==> src/rtl/kadder_pkg.sv <==
// Shared defaults, geometry check and slice-result type for the pipelined adder.
package kadder_pkg;
  localparam int DEF_WIDTH  = 16;
  localparam int DEF_STAGES = 4;
  localparam int DEF_CHUNK  = DEF_WIDTH / DEF_STAGES;

  // Slice result at the default geometry; stages declare the same shape at their own CHUNK.
  typedef struct packed {
    logic [DEF_CHUNK-1:0] s;
    logic                 c;
  } chunk_sum_t;

  function automatic bit geometry_ok(input int width, input int stages);
    return (width >= 1) && (stages >= 1) && (stages <= width) && ((width % stages) == 0);
  endfunction
endpackage

==> src/rtl/kadd_stage.sv <==
// One CHUNK-bit adder slice with its pipeline register and valid/ready handshake.
module kadd_stage
  import kadder_pkg::*;
#(
  parameter int WIDTH = DEF_WIDTH,
  parameter int CHUNK = DEF_CHUNK,
  parameter int IDX   = 0,
  parameter bit LAST  = 1'b0,
  localparam int LO_IN = IDX * CHUNK,
  localparam int HI_IN = WIDTH - LO_IN,
  localparam int W_IN  = 2 * HI_IN + LO_IN,
  localparam int W_OUT = W_IN - CHUNK
) (
  input  logic             clk,
  input  logic             rst,
  input  logic             i_v,
  output logic             o_rdy,
  input  logic             i_rdy,
  input  logic [W_IN-1:0]  i_w,
  input  logic             i_c,
  output logic             o_v,
  output logic [W_OUT-1:0] o_w,
  output logic             o_c,
  output logic             o_ovf
);
  typedef struct packed {
    logic [CHUNK-1:0] s;
    logic             c;
  } slice_t;

  // Word layout from bit 0: resolved sum bits, remaining b chunks, remaining a chunks.
  // The new sum chunk lands where the consumed b chunk was; the a field slides down.
  localparam logic [W_OUT-1:0] S_MASK = W_OUT'({CHUNK{1'b1}}) << LO_IN;
  localparam logic [W_OUT-1:0] A_MASK = {W_OUT{1'b1}} << (LO_IN + HI_IN);

  logic [CHUNK-1:0] w_a, w_b;
  logic [W_OUT-1:0] w_nxt;
  logic             w_msbc;
  slice_t           w_add;

  logic             r_v, r_c, r_ovf;
  logic [W_OUT-1:0] r_w;

  assign w_a = i_w[LO_IN + HI_IN +: CHUNK];
  assign w_b = i_w[LO_IN +: CHUNK];

  always_comb begin
    w_add = '0;
    {w_add.c, w_add.s} = {1'b0, w_a} + {1'b0, w_b} + {{CHUNK{1'b0}}, i_c};
  end

  assign w_msbc = w_a[CHUNK-1] ^ w_b[CHUNK-1] ^ w_add.s[CHUNK-1];
  assign w_nxt  = (i_w[W_OUT-1:0] & ~(S_MASK | A_MASK))
                | (W_OUT'(i_w >> CHUNK) & A_MASK)
                | (W_OUT'(w_add.s) << LO_IN);

  assign o_rdy = !r_v || i_rdy;

  always_ff @(posedge clk or posedge rst) begin
    if (rst) begin
      r_v   <= 1'b0;
      r_w   <= '0;
      r_c   <= 1'b0;
      r_ovf <= 1'b0;
    end else if (o_rdy) begin
      r_v <= i_v;
      if (i_v) begin
        r_w   <= w_nxt;
        r_c   <= w_add.c;
        r_ovf <= LAST & (w_msbc ^ w_add.c);
      end
    end
  end

  assign o_v   = r_v;
  assign o_w   = r_w;
  assign o_c   = r_c;
  assign o_ovf = r_ovf;
endmodule

==> src/rtl/kpipe_adder.sv <==
// Pipelined ripple-carry adder: WIDTH bits split over STAGES registered slices,
// carry moves one slice per cycle, one add accepted per cycle, valid/ready on both sides.
module kpipe_adder
  import kadder_pkg::*;
#(
  parameter int WIDTH  = DEF_WIDTH,
  parameter int STAGES = DEF_STAGES
) (
  input  logic             clk,
  input  logic             rst,
  input  logic             in_valid,
  output logic             in_ready,
  input  logic [WIDTH-1:0] a,
  input  logic [WIDTH-1:0] b,
  input  logic             c_in,
  output logic             out_valid,
  input  logic             out_ready,
  output logic [WIDTH-1:0] sum,
  output logic             c_out,
  output logic             overflow
);
  localparam int CHUNK = WIDTH / STAGES;

  if (!geometry_ok(WIDTH, STAGES)) begin : g_bad_geometry
    $error("kpipe_adder: WIDTH must be a positive multiple of STAGES");
  end

  logic [STAGES:0]   w_rdy;
  logic [STAGES-1:0] w_v, w_ovf;

  assign w_rdy[STAGES] = out_ready;

  for (genvar i = 0; i < STAGES; i++) begin : g_st
    localparam int LO_IN = i * CHUNK;
    localparam int HI_IN = WIDTH - LO_IN;
    localparam int W_IN  = 2 * HI_IN + LO_IN;
    localparam int W_OUT = W_IN - CHUNK;

    logic [W_IN-1:0]  w_wi;
    logic [W_OUT-1:0] w_wo;
    logic             w_ci, w_vi, w_co;

    if (i == 0) begin : g_head
      assign w_wi = {a, b};
      assign w_ci = c_in;
      assign w_vi = in_valid;
    end else begin : g_link
      assign w_wi = g_st[i-1].w_wo;
      assign w_ci = g_st[i-1].w_co;
      assign w_vi = w_v[i-1];
    end

    kadd_stage #(
      .WIDTH (WIDTH),
      .CHUNK (CHUNK),
      .IDX   (i),
      .LAST  (i == STAGES - 1)
    ) u_stage (
      .clk   (clk),
      .rst   (rst),
      .i_v   (w_vi),
      .o_rdy (w_rdy[i]),
      .i_rdy (w_rdy[i+1]),
      .i_w   (w_wi),
      .i_c   (w_ci),
      .o_v   (w_v[i]),
      .o_w   (w_wo),
      .o_c   (w_co),
      .o_ovf (w_ovf[i])
    );
  end

  assign in_ready  = w_rdy[0] & ~rst;
  assign out_valid = w_v[STAGES-1];
  assign sum       = g_st[STAGES-1].w_wo;
  assign c_out     = g_st[STAGES-1].w_co;
  // Only the top slice reports overflow; the others hold zero.
  assign overflow  = |w_ovf;
endmodule

==> config.mk <==
export PLATFORM = sky130hd
export DESIGN_NAME = kpipe_adder
export DESIGN_NICKNAME = d
export VERILOG_FILES = /design/src/rtl/kadder_pkg.sv /design/src/rtl/kadd_stage.sv /design/src/rtl/kpipe_adder.sv
export SDC_FILE = /design/constraint.sdc
export NUM_CORES = 1
export LEC_CHECK = 0
export ABC_AREA = 1
export CORE_AREA = 2 2 97 99
export CTS_CLUSTER_SIZE = 24
export DETAILED_ROUTE_END_ITERATION = 12
export DIE_AREA = 0 0 99 101
export PLACE_DENSITY = 0.74
export SYNTH_ARGS = -nofsm -noshare
export SYNTH_HDL_FRONTEND = slang
export SYNTH_SLANG_ARGS = --single-unit
==> constraint.sdc <==
create_clock -name clk -period 2.8 [get_ports clk]
set_input_delay 0.42 -clock clk [delete_from_list [all_inputs] [get_ports clk]]
set_output_delay 0.42 -clock clk [all_outputs]
set_load 0.02 [all_outputs]
Yosys cells after proc, flatten, opt, wreduce, memory -nomap -nowiden
Cells that the tools add are included.
- flip-flop bits (word level): 97
- bits of input ports: 37
- reductions and logical operators: 12
- add/sub/neg operators: 8
- bitwise logic cells: 12
- operator list (cell ; count):
    $or 16x28->28 ; 1
    $or 28x4->28 ; 1
    $or 16x24->24 ; 1
    $or 24x8->24 ; 1
    $add 4x4->5 ; 4
    $add 5x1->5 ; 4
    $or 16x20->20 ; 1
    $or 20x12->20 ; 1
    $or 12x16->16 ; 1
    $reduce_and 2->1 ; 4
    $logic_not 1->1 ; 4
    $logic_or 1x1->1 ; 4
    $xor 1x1->1 ; 3
    $and 1x1->1 ; 1
    $not 1->1 ; 1

Longest topological paths before layout
Gate-level depths: netlist of the first run.
- depth after elaboration: 6
- gate-level depth with buffers: 10

Hierarchy
Synthesis of the first run repeated with hierarchy kept, for this count alone.
- cell total of the unflattened synthesis: 517
- area, all modules: 4541.9 um^2
- modules (own cells, without submodules) (module ; sequential area each (um^2) ; cells each ; area an instance (um^2) ; times used):
    kadd_stage (g_st[0].u_stage) ; 750.7 ; 150 ; 1345.0 ; 1
    kadd_stage (g_st[1].u_stage) ; 650.6 ; 134 ; 1223.7 ; 1
    kadd_stage (g_st[2].u_stage) ; 550.5 ; 116 ; 1032.2 ; 1
    kadd_stage (g_st[3].u_stage) ; 475.5 ; 112 ; 922.1 ; 1
    kpipe_adder ; 0.0 ; 5 ; 18.8 ; 1

Least setup slack after synthesis of the first run
Ideal clock, no wire load.
- kind: register -> register
- from: register g_st[1].u_stage.r_c
- to: register g_st[2].u_stage.r_c
- buffers on the path: 0
- clock period less this slack: 1694 ps
- data required time: 2683 ps
- setup time: 117 ps
- data arrival time: 1578 ps
- setup slack: 1106 ps
- cell stages (with the launch flop): 9
- path through: dfrtp_1 -> fa_1 -> fa_1 -> nand2_1 -> inv_1 -> o21ai_0 -> nand2_1 -> nand2_1 -> nand2_1
- cells in the longest elaborated chain, start to end: 1
- RTL lines (element ; RTL line ; text):
    from (decl) ; kadd_stage.sv:41 ; logic r_v, r_c, r_ovf;
    from (signal assigned) ; kadd_stage.sv:69 ; r_c <= w_add.c;
    $add 5x1->5 ; kadd_stage.sv:49 ; {w_add.c, w_add.s} = {1'b0, w_a} + {1'b0, w_b} + {{CHUNK{1'b0}}, i_c};
    to (signal assigned) ; kadd_stage.sv:69 ;
    to (decl) ; kadd_stage.sv:41 ;
No other way between the ends.
A chain may end at the register's enable or synchronous reset.

Worst setup path in the final report of the first run
- from: input out_ready
- to: output in_ready
- cells in the longest elaborated chain, start to end: 5
- RTL lines (element ; RTL line ; text):
    from (decl) ; kpipe_adder.sv:17 ; input logic out_ready,
    $logic_or 1x1->1 (4 in series) ; kadd_stage.sv:57 ; assign o_rdy = !r_v || i_rdy;
    $and 1x1->1 ; kpipe_adder.sv:73 ; assign in_ready = w_rdy[0] & ~rst;
    to (decl) ; kpipe_adder.sv:12 ; output logic in_ready,
No other way between the ends.

==> metrics.md, run 1 <==
| Metric | Value |
|---|---|
| Max Transition Viols Final | `0` |
| GRT overflow | `0` |
| Area of the mapped netlist | `roughly 4300 µm²` |
| Area after detailed placement | `4970 µm²` |
| Required time of the critical path | `2.38 ns` |
| Unrepaired setup endpoints after global routing | `false` |
| Final routed DRC violation total | `0` |
| Placement row count | `35` |
| Number of DRC markers in iteration 0 | `between 150 and 200` |
| Antenna violations before repair | `0` |
| Port-buffer cells | `56` |
| FFs w/ async S/R, synth | `100%` |
| M3 GR Usage | `2.84%` |
| # Max-Cap Violations | `0` |
| I/O Pins | `57` |
| Global-route wire length before repair | `around 14 mm` |
| Fraction of final layout cells with drive strength greater than 1 | `under 10%` |
| Synth Net Count | `552` |
| Part of the power in the clock network | `19.3%` |
| Comb power frac | `33.6%` |
| Detailed-route vias per instance | `4.83` |
| Synth-to-layout area growth | `19.4%` |
| Net switching power | `0.00160 W` |
| Antenna-violating nets left | `0` |
| Number of setup violations in the final report | `0` |
| R2r worst-path depth | `8` |
| Setup TNS | `0 ns` |
| Count of cell types in the netlist | `24` |
| Total wirelength of the detailed-routed design | `7.75 mm` |
| Number of diodes | `0` |
| Clock latency on the worst-skew pair | `0.36 ns` |
| Maximum operating frequency | `418 MHz` |
| Cell Int Power | `0.00280 W` |
| Design area | `between 5000 and 6000 µm²` |
| Worst ir drop on vdd | `0.313 mV` |
| Part of the Yosys area used for sequential elements | `a little under three fifths` |
| Vias | `3209` |
| Final Skew | `0.0181 ns` |
| Layout Utilization | `57.4%` |
| Leakage power | `2.72 nW` |
| Final hold viol count | `0` |
| Arrival @ worst endpoint | `1.97 ns` |
| Total half-perimeter wirelength after legalization and detailed placement | `approximately 5.7 mm` |
| Synthesized flop and latch total | `97` |
| Sw frac | `a little over a third` |
| CTS root buffer | `clkbuf_8` |
| Peak-usage layer in the global routing report | `met2` |
| Buffers inserted during post-CTS setup optimization | `0` |
| Met1 global-route usage | `around 23%` |
| Pin slew with the least headroom to its limit | `0.601 ns` |
| Total power per unit cell area | `852 nW/µm²` |
| CORE AREA | `8980 µm²` |
| Clock tree from TritonCTS | `yes` |
| Tot GR Track Use | `around 18%` |
| Worst-path clk slew | `0.10 ns` |
| Rel. slew slack | `roughly 60%` |
| Share of total power in sequential cells | `47.2%` |
| Sort of element at the end of the critical path | `output pin` |
| FILL cells | `between 700 and 800` |
| Die ar. | `10000 µm²` |
| Syn Inst Count | `495` |
| Dominant register cell in the synthesized netlist | `dfrtp_1` |
| Post-layout power | `about 0.0044 W` |
| Effective utilization at floorplan | `about half` |
| Post-synthesis average cell area | `8.72 µm²` |
| Quantity of gates resized following cts | `0` |
| Met2 usage in global routing | `29.1%` |
| Class of the most critical hold timing path | `in2async` |
| Post-cts hold buffer count | `0` |
| EDFF count, synth | `0` |
| Width of the die | `99 µm` |
| Count of yosys warnings during synthesis | `0` |
| Worst Setup Start Kind | `primary input` |
| Portion of the clock cycle consumed by the worst path in the final layout | `between 80% and 90%` |
| Critical Path Fanout Max | `3` |
| Post-route minimum period | `2.39 ns` |
| Outcome | `complete, no violations` |
| Via count of the first global-routing pass | `3269` |
| Critical path start-end classification | `in2out` |
| Number of clock sinks | `just under 100` |
| Max H-tree Level | `3` |
| Fin nets | `606` |
| GP Congestion | `about 0.76` |
| Maximum clock insertion buffer count | `2` |
| Detailed-router iteration count before antenna repair | `5` |
| Total clock buffers created by CTS | `9` |
| Largest net degree at the start of global routing | `60` |
| Routed len/inst | `11.7 µm` |
| Worst hold margin | `0.401 ns` |
| Chip height | `101 µm` |
==> area by class of cell <==
cell class | instances | area (µm²) | area share, %
flip-flops and latches | 97 | 2430 | 47.1
multi-input cells | 355 | 1690 | 32.7
repair buffers | 63 | 626 | 12.1
well taps | 111 | 139 | 2.69
clock buffers | 9 | 124 | 2.40
inverters | 23 | 90.1 | 1.75
clock inverters | 7 | 62.6 | 1.21
==> cell families after synthesis <==
group / Yosys count / share of synthesized area [%]
simple gates: 316 / 29.4
buf+inv: 43 / 4.72
fa+ha+maj: 20 / 7.19
xor+xnor: 3 / 0.609
compound gates: 16 / 1.85
flops: 97 / 56.2
==> worst max-delay path: stages <==
cell	delay (ns)
clkdlybuf4s50_1	0.48
inv_1	0.09
nand4_1	0.16
nor2_1	0.23
nor2_1	0.06
clkdlybuf4s50_1	0.53
==> power by group through the flow <==
stage	logic (W)	clock network [W]	registers, W
global placement	0.00143	0	0.00209
global route	0.00169	0.000930	0.00214
floorplan	0.000864	0	0.00219
finish	0.00147	0.000846	0.00207
CTS	0.00149	0.000871	0.00208
detailed placement	0.00149	0	0.00210
==> per-layer routing <==
layer	part of all wire, %	wire, µm
met1	49	3810
met2	46	3530
met3	3.4	265
met4	1.8	143
met5	0	0
==> metrics by stage <==
step | cells | setup WS (ns)
2_1_floorplan | 495 | 1.11
3_3_place_gp | 649 | 0.434
3_5_place_dp | 649 | 0.410
4_1_cts | 665 | 0.403
5_1_grt | 665 | 0.321
6_report | 665 | 0.408
==> placed cells by master, fill, tap and decap left out, drive strengths merged, types with 2 or more instances in the layout <==
master	instances
dfrtp	97
nor2	10
clkbuf	9
ha	12
a21oi	5
clkinvlp	4
nand3	39
xnor2	2
nand3b	3
nand2	260
buf	7
clkdlybuf4s50	56
fa	8
inv	25
o21ai	11
nand4	3
==> cell usage after synthesis (all sizes together) (2+ instances only) <==
cell type	instances	share of area (%)
inv	23	2.0
o21ai	11	1.3
fa	8	3.7
nand3b	3	0.52
dfrtp	97	56
nand4	3	0.43
ha	12	3.5
a21oi	5	0.58
buf	19	2.6
nand3	39	4.5
nor2	10	1.1
xnor2	2	0.41
nand2	260	23
==> path summary, 6_finish.rpt <==
kind                                    startpoint                      end  slack (ns)
setup / recovery                         out_ready                 in_ready        0.41
max in group asynchronous                      rst   g_st[3].u_stage.o_w[9]        1.79
min in group clk           g_st[0].u_stage.o_w[10]  g_st[1].u_stage.o_w[10]        0.47
setup reg to reg               g_st[1].u_stage.o_c      g_st[2].u_stage.o_c        0.96
hold reg to reg            g_st[0].u_stage.o_w[10]  g_st[1].u_stage.o_w[10]        0.47
hold / removal                                 rst   g_st[0].u_stage.o_w[1]        0.40
==> flip-flops by register name, indices dropped and copies added, names as in the netlist <==
signal,flops
g_st.u_stage.o_w,88
g_st.u_stage.o_c,4
g_st.u_stage.o_ovf,1
g_st.u_stage.o_v,4
(Power assumes the default switching activity.)
==> inputs of run 2 (changes only) <==
--- a/config.mk
+++ b/config.mk
@@ -6,11 +6,11 @@
 export NUM_CORES = 1
 export LEC_CHECK = 0
 export ABC_AREA = 1
-export CORE_AREA = 2 2 97 99
+export CORE_AREA = 2 2 118 74
 export CTS_CLUSTER_SIZE = 24
 export DETAILED_ROUTE_END_ITERATION = 12
-export DIE_AREA = 0 0 99 101
-export PLACE_DENSITY = 0.74
+export DIE_AREA = 0 0 120 76
+export PLACE_DENSITY = 0.78
 export SYNTH_ARGS = -nofsm -noshare
 export SYNTH_HDL_FRONTEND = slang
 export SYNTH_SLANG_ARGS = --single-unit
==> constraint.sdc (replaced) <==
create_clock -name clk -period 2.25 [get_ports clk]
set_input_delay 0.3375 -clock clk [delete_from_list [all_inputs] [get_ports clk]]
set_output_delay 0.3375 -clock clk [all_outputs]
set_load 0.02 [all_outputs]
==> metrics.md, run 2 (synthesized netlist as in run 1, its figures left out) <==
| Metric | Value |
|---|---|
| Largest net degree at the start of global routing | `72` |
| Total power per unit cell area | `~1100 nW/µm²` |
| Depth of the critical timing path with buffers and inverters included | `6` |
| Global-route wire length before repair | `~15 mm` |
| Number of DRC markers in iteration 0 | `241` |
| Total clock buffers created by CTS | `9` |
| Maximum clock insertion buffer count | `2` |
| GRT overflow | `0` |
| Cell Int Power | `roughly 0.0040 W` |
| Unrepaired setup endpoints after global routing | `false` |
| Clock latency on the worst-skew pair | `between 0.3 and 0.4 ns` |
| Share of total power in sequential cells | `43.2%` |
| Chip height | `roughly 76 µm` |
| Antenna-violating nets left | `0` |
| Die ar. | `approximately 9100 µm²` |
| Quantity of gates resized following cts | `0` |
| Placement row count | `26` |
| Delay of the slowest critical-path stage | `0.61 ns` |
| Routed len/inst | `12.9 µm` |
| Count of buffer and inverter cells on the critical path | `3` |
| Tot GR Track Use | `21.0%` |
| Net switching power | `0.00203 W` |
| Number of diodes | `0` |
| Post-cts hold buffer count | `0` |
| Max Transition Viols Final | `0` |
| Sw frac | `approximately 34%` |
| I/O Pins | `57` |
| Cells traversed along the worst timing path | `clkdlybuf4s50_1, inv_1, nand4_1, nor2_1, nor2_1, clkdlybuf4s50_1` |
| Part of the power in the clock network | `26.0%` |
| Slowest cell on the critical path | `clkdlybuf4s50_1` |
| Outcome | `complete, no violations` |
| Commonest non-fill, non-tap cell in the layout | `nand2_1` |
| Critical Path Fanout Max | `3` |
| Setup TNS | `0 ns` |
| Final hold viol count | `0` |
| Port-buffer cells | `56` |
| Worst ir drop on vdd | `0.448 mV` |
| Fraction of final layout cells with drive strength greater than 1 | `5.41%` |
| Width of the die | `120 µm` |
| Synth-to-layout area growth | `22.4%` |
| Effective utilization at floorplan | `52.9%` |
| Pin slew with the least headroom to its limit | `around 0.55 ns` |
| Largest delay contributor family on the critical path | `buffers and inverters` |
| Worst-path clk slew | `0.07 ns` |
| Buffers inserted during post-CTS setup optimization | `0` |
| Fin nets | `607` |
| Worst Setup Start Kind | `primary input` |
| Final routed DRC violation total | `0` |
| Number of standard cells in the layout, taps in and fillers out | `667` |
| Total wirelength of the detailed-routed design | `8.58 mm` |
| Detailed-route vias per instance | `4.96` |
| Total half-perimeter wirelength after legalization and detailed placement | `5.96 mm` |
| Rel. slew slack | `63.1%` |
| Number of setup violations in the final report | `0` |
| Arrival @ worst endpoint | `~1.8 ns` |
| Leakage power | `2.79 nW` |
| Portion of the clock cycle consumed by the worst path in the final layout | `between 90% and 100%` |
| Number of clock sinks | `97` |
| Vias | `3307` |
| Antenna violations before repair | `0` |
| Final Skew | `0.00554 ns` |
| Post-Place Cells | `651` |
| R2r worst-path depth | `4` |
| Most frequent cells in the layout | `259 x nand2_1, 97 x dfrtp_1, 56 x clkdlybuf4s50_1` |
| Class of the most critical hold timing path | `in2async` |
| Clock tree from TritonCTS | `yes` |
| Via count of the first global-routing pass | `3234` |
| Post-route minimum period | `2.15 ns` |
| GP Congestion | `0.789` |
| Max FFs per register | `88` |
| Required time of the critical path | `1.91 ns` |
| CTS root buffer | `clkbuf_16` |
| Max H-tree Level | `3` |
| Critical path start-end classification | `in2out` |
| CORE AREA | `8170 µm²` |
| Sort of element at the end of the critical path | `output pin` |
| Detailed-router iteration count before antenna repair | `5` |
| Maximum operating frequency | `465 MHz` |
| # Max-Cap Violations | `0` |
| Comb power frac | `30.8%` |
run 2: path summary, 6_finish.rpt:
path	from	slack (ns)	to
max	out_ready	0.1	in_ready
min in group clk	g_st[0].u_stage.o_w[21]	0.47	g_st[1].u_stage.o_w[17]
max in group asynchronous	rst	1.48	g_st[2].u_stage.o_w[17]
min	rst	0.47	g_st[1].u_stage.o_w[0]
min reg2reg	g_st[0].u_stage.o_w[21]	0.47	g_st[1].u_stage.o_w[17]
max reg2reg	g_st[0].u_stage.o_c	0.45	g_st[1].u_stage.o_w[6]
run 2: layer usage:
layer	wire (µm)	GRT usage [%]	part of all wire, %
met1	4270	30.3	50
met2	3770	30.8	44
met3	465	6.21	5.4
met4	73	6.47	0.85
met5	0	0	0
run 2: tightest hold or removal path, delay by kind of cell:
family,cells,cell delay [ns]
buffers and inverters,3,0.87
run 2: through the flow:
stage	hold WS, ns	worst slack [ns]	cell area, µm²	util (%)	power (W)
finish	0.470	0.0972	5290	64.7	0.00605
global route	0.489	0.0171	5290	64.7	0.00648
CTS	0.471	0.0918	5290	64.7	0.00610
detailed placement	0.454	0.0579	4980	60.9	0.00451
global placement	0.452	0.108	4980	60.9	0.00442
floorplan	0.442	0.556	4320	-	0.00380
run 2: area by class of cell:
class / count / area, µm²
flip-flops and latches: 97 / 2430
multi-input cells: 355 / 1690
clock inverters: 2 / 35.0
well taps: 112 / 140
repair buffers: 64 / 633
clock buffers: 14 / 274
fillers: 716 / 2880
inverters: 23 / 90.1
run 2: power by group through the flow:
stage               Combinational [W]  Clock [W]  Sequential (W)
floorplan                     0.00108          0         0.00273
detailed placement            0.00187          0         0.00264
finish                        0.00186    0.00157         0.00261
global route                  0.00212    0.00169         0.00268
global placement              0.00181          0         0.00262
CTS                           0.00188    0.00160         0.00262
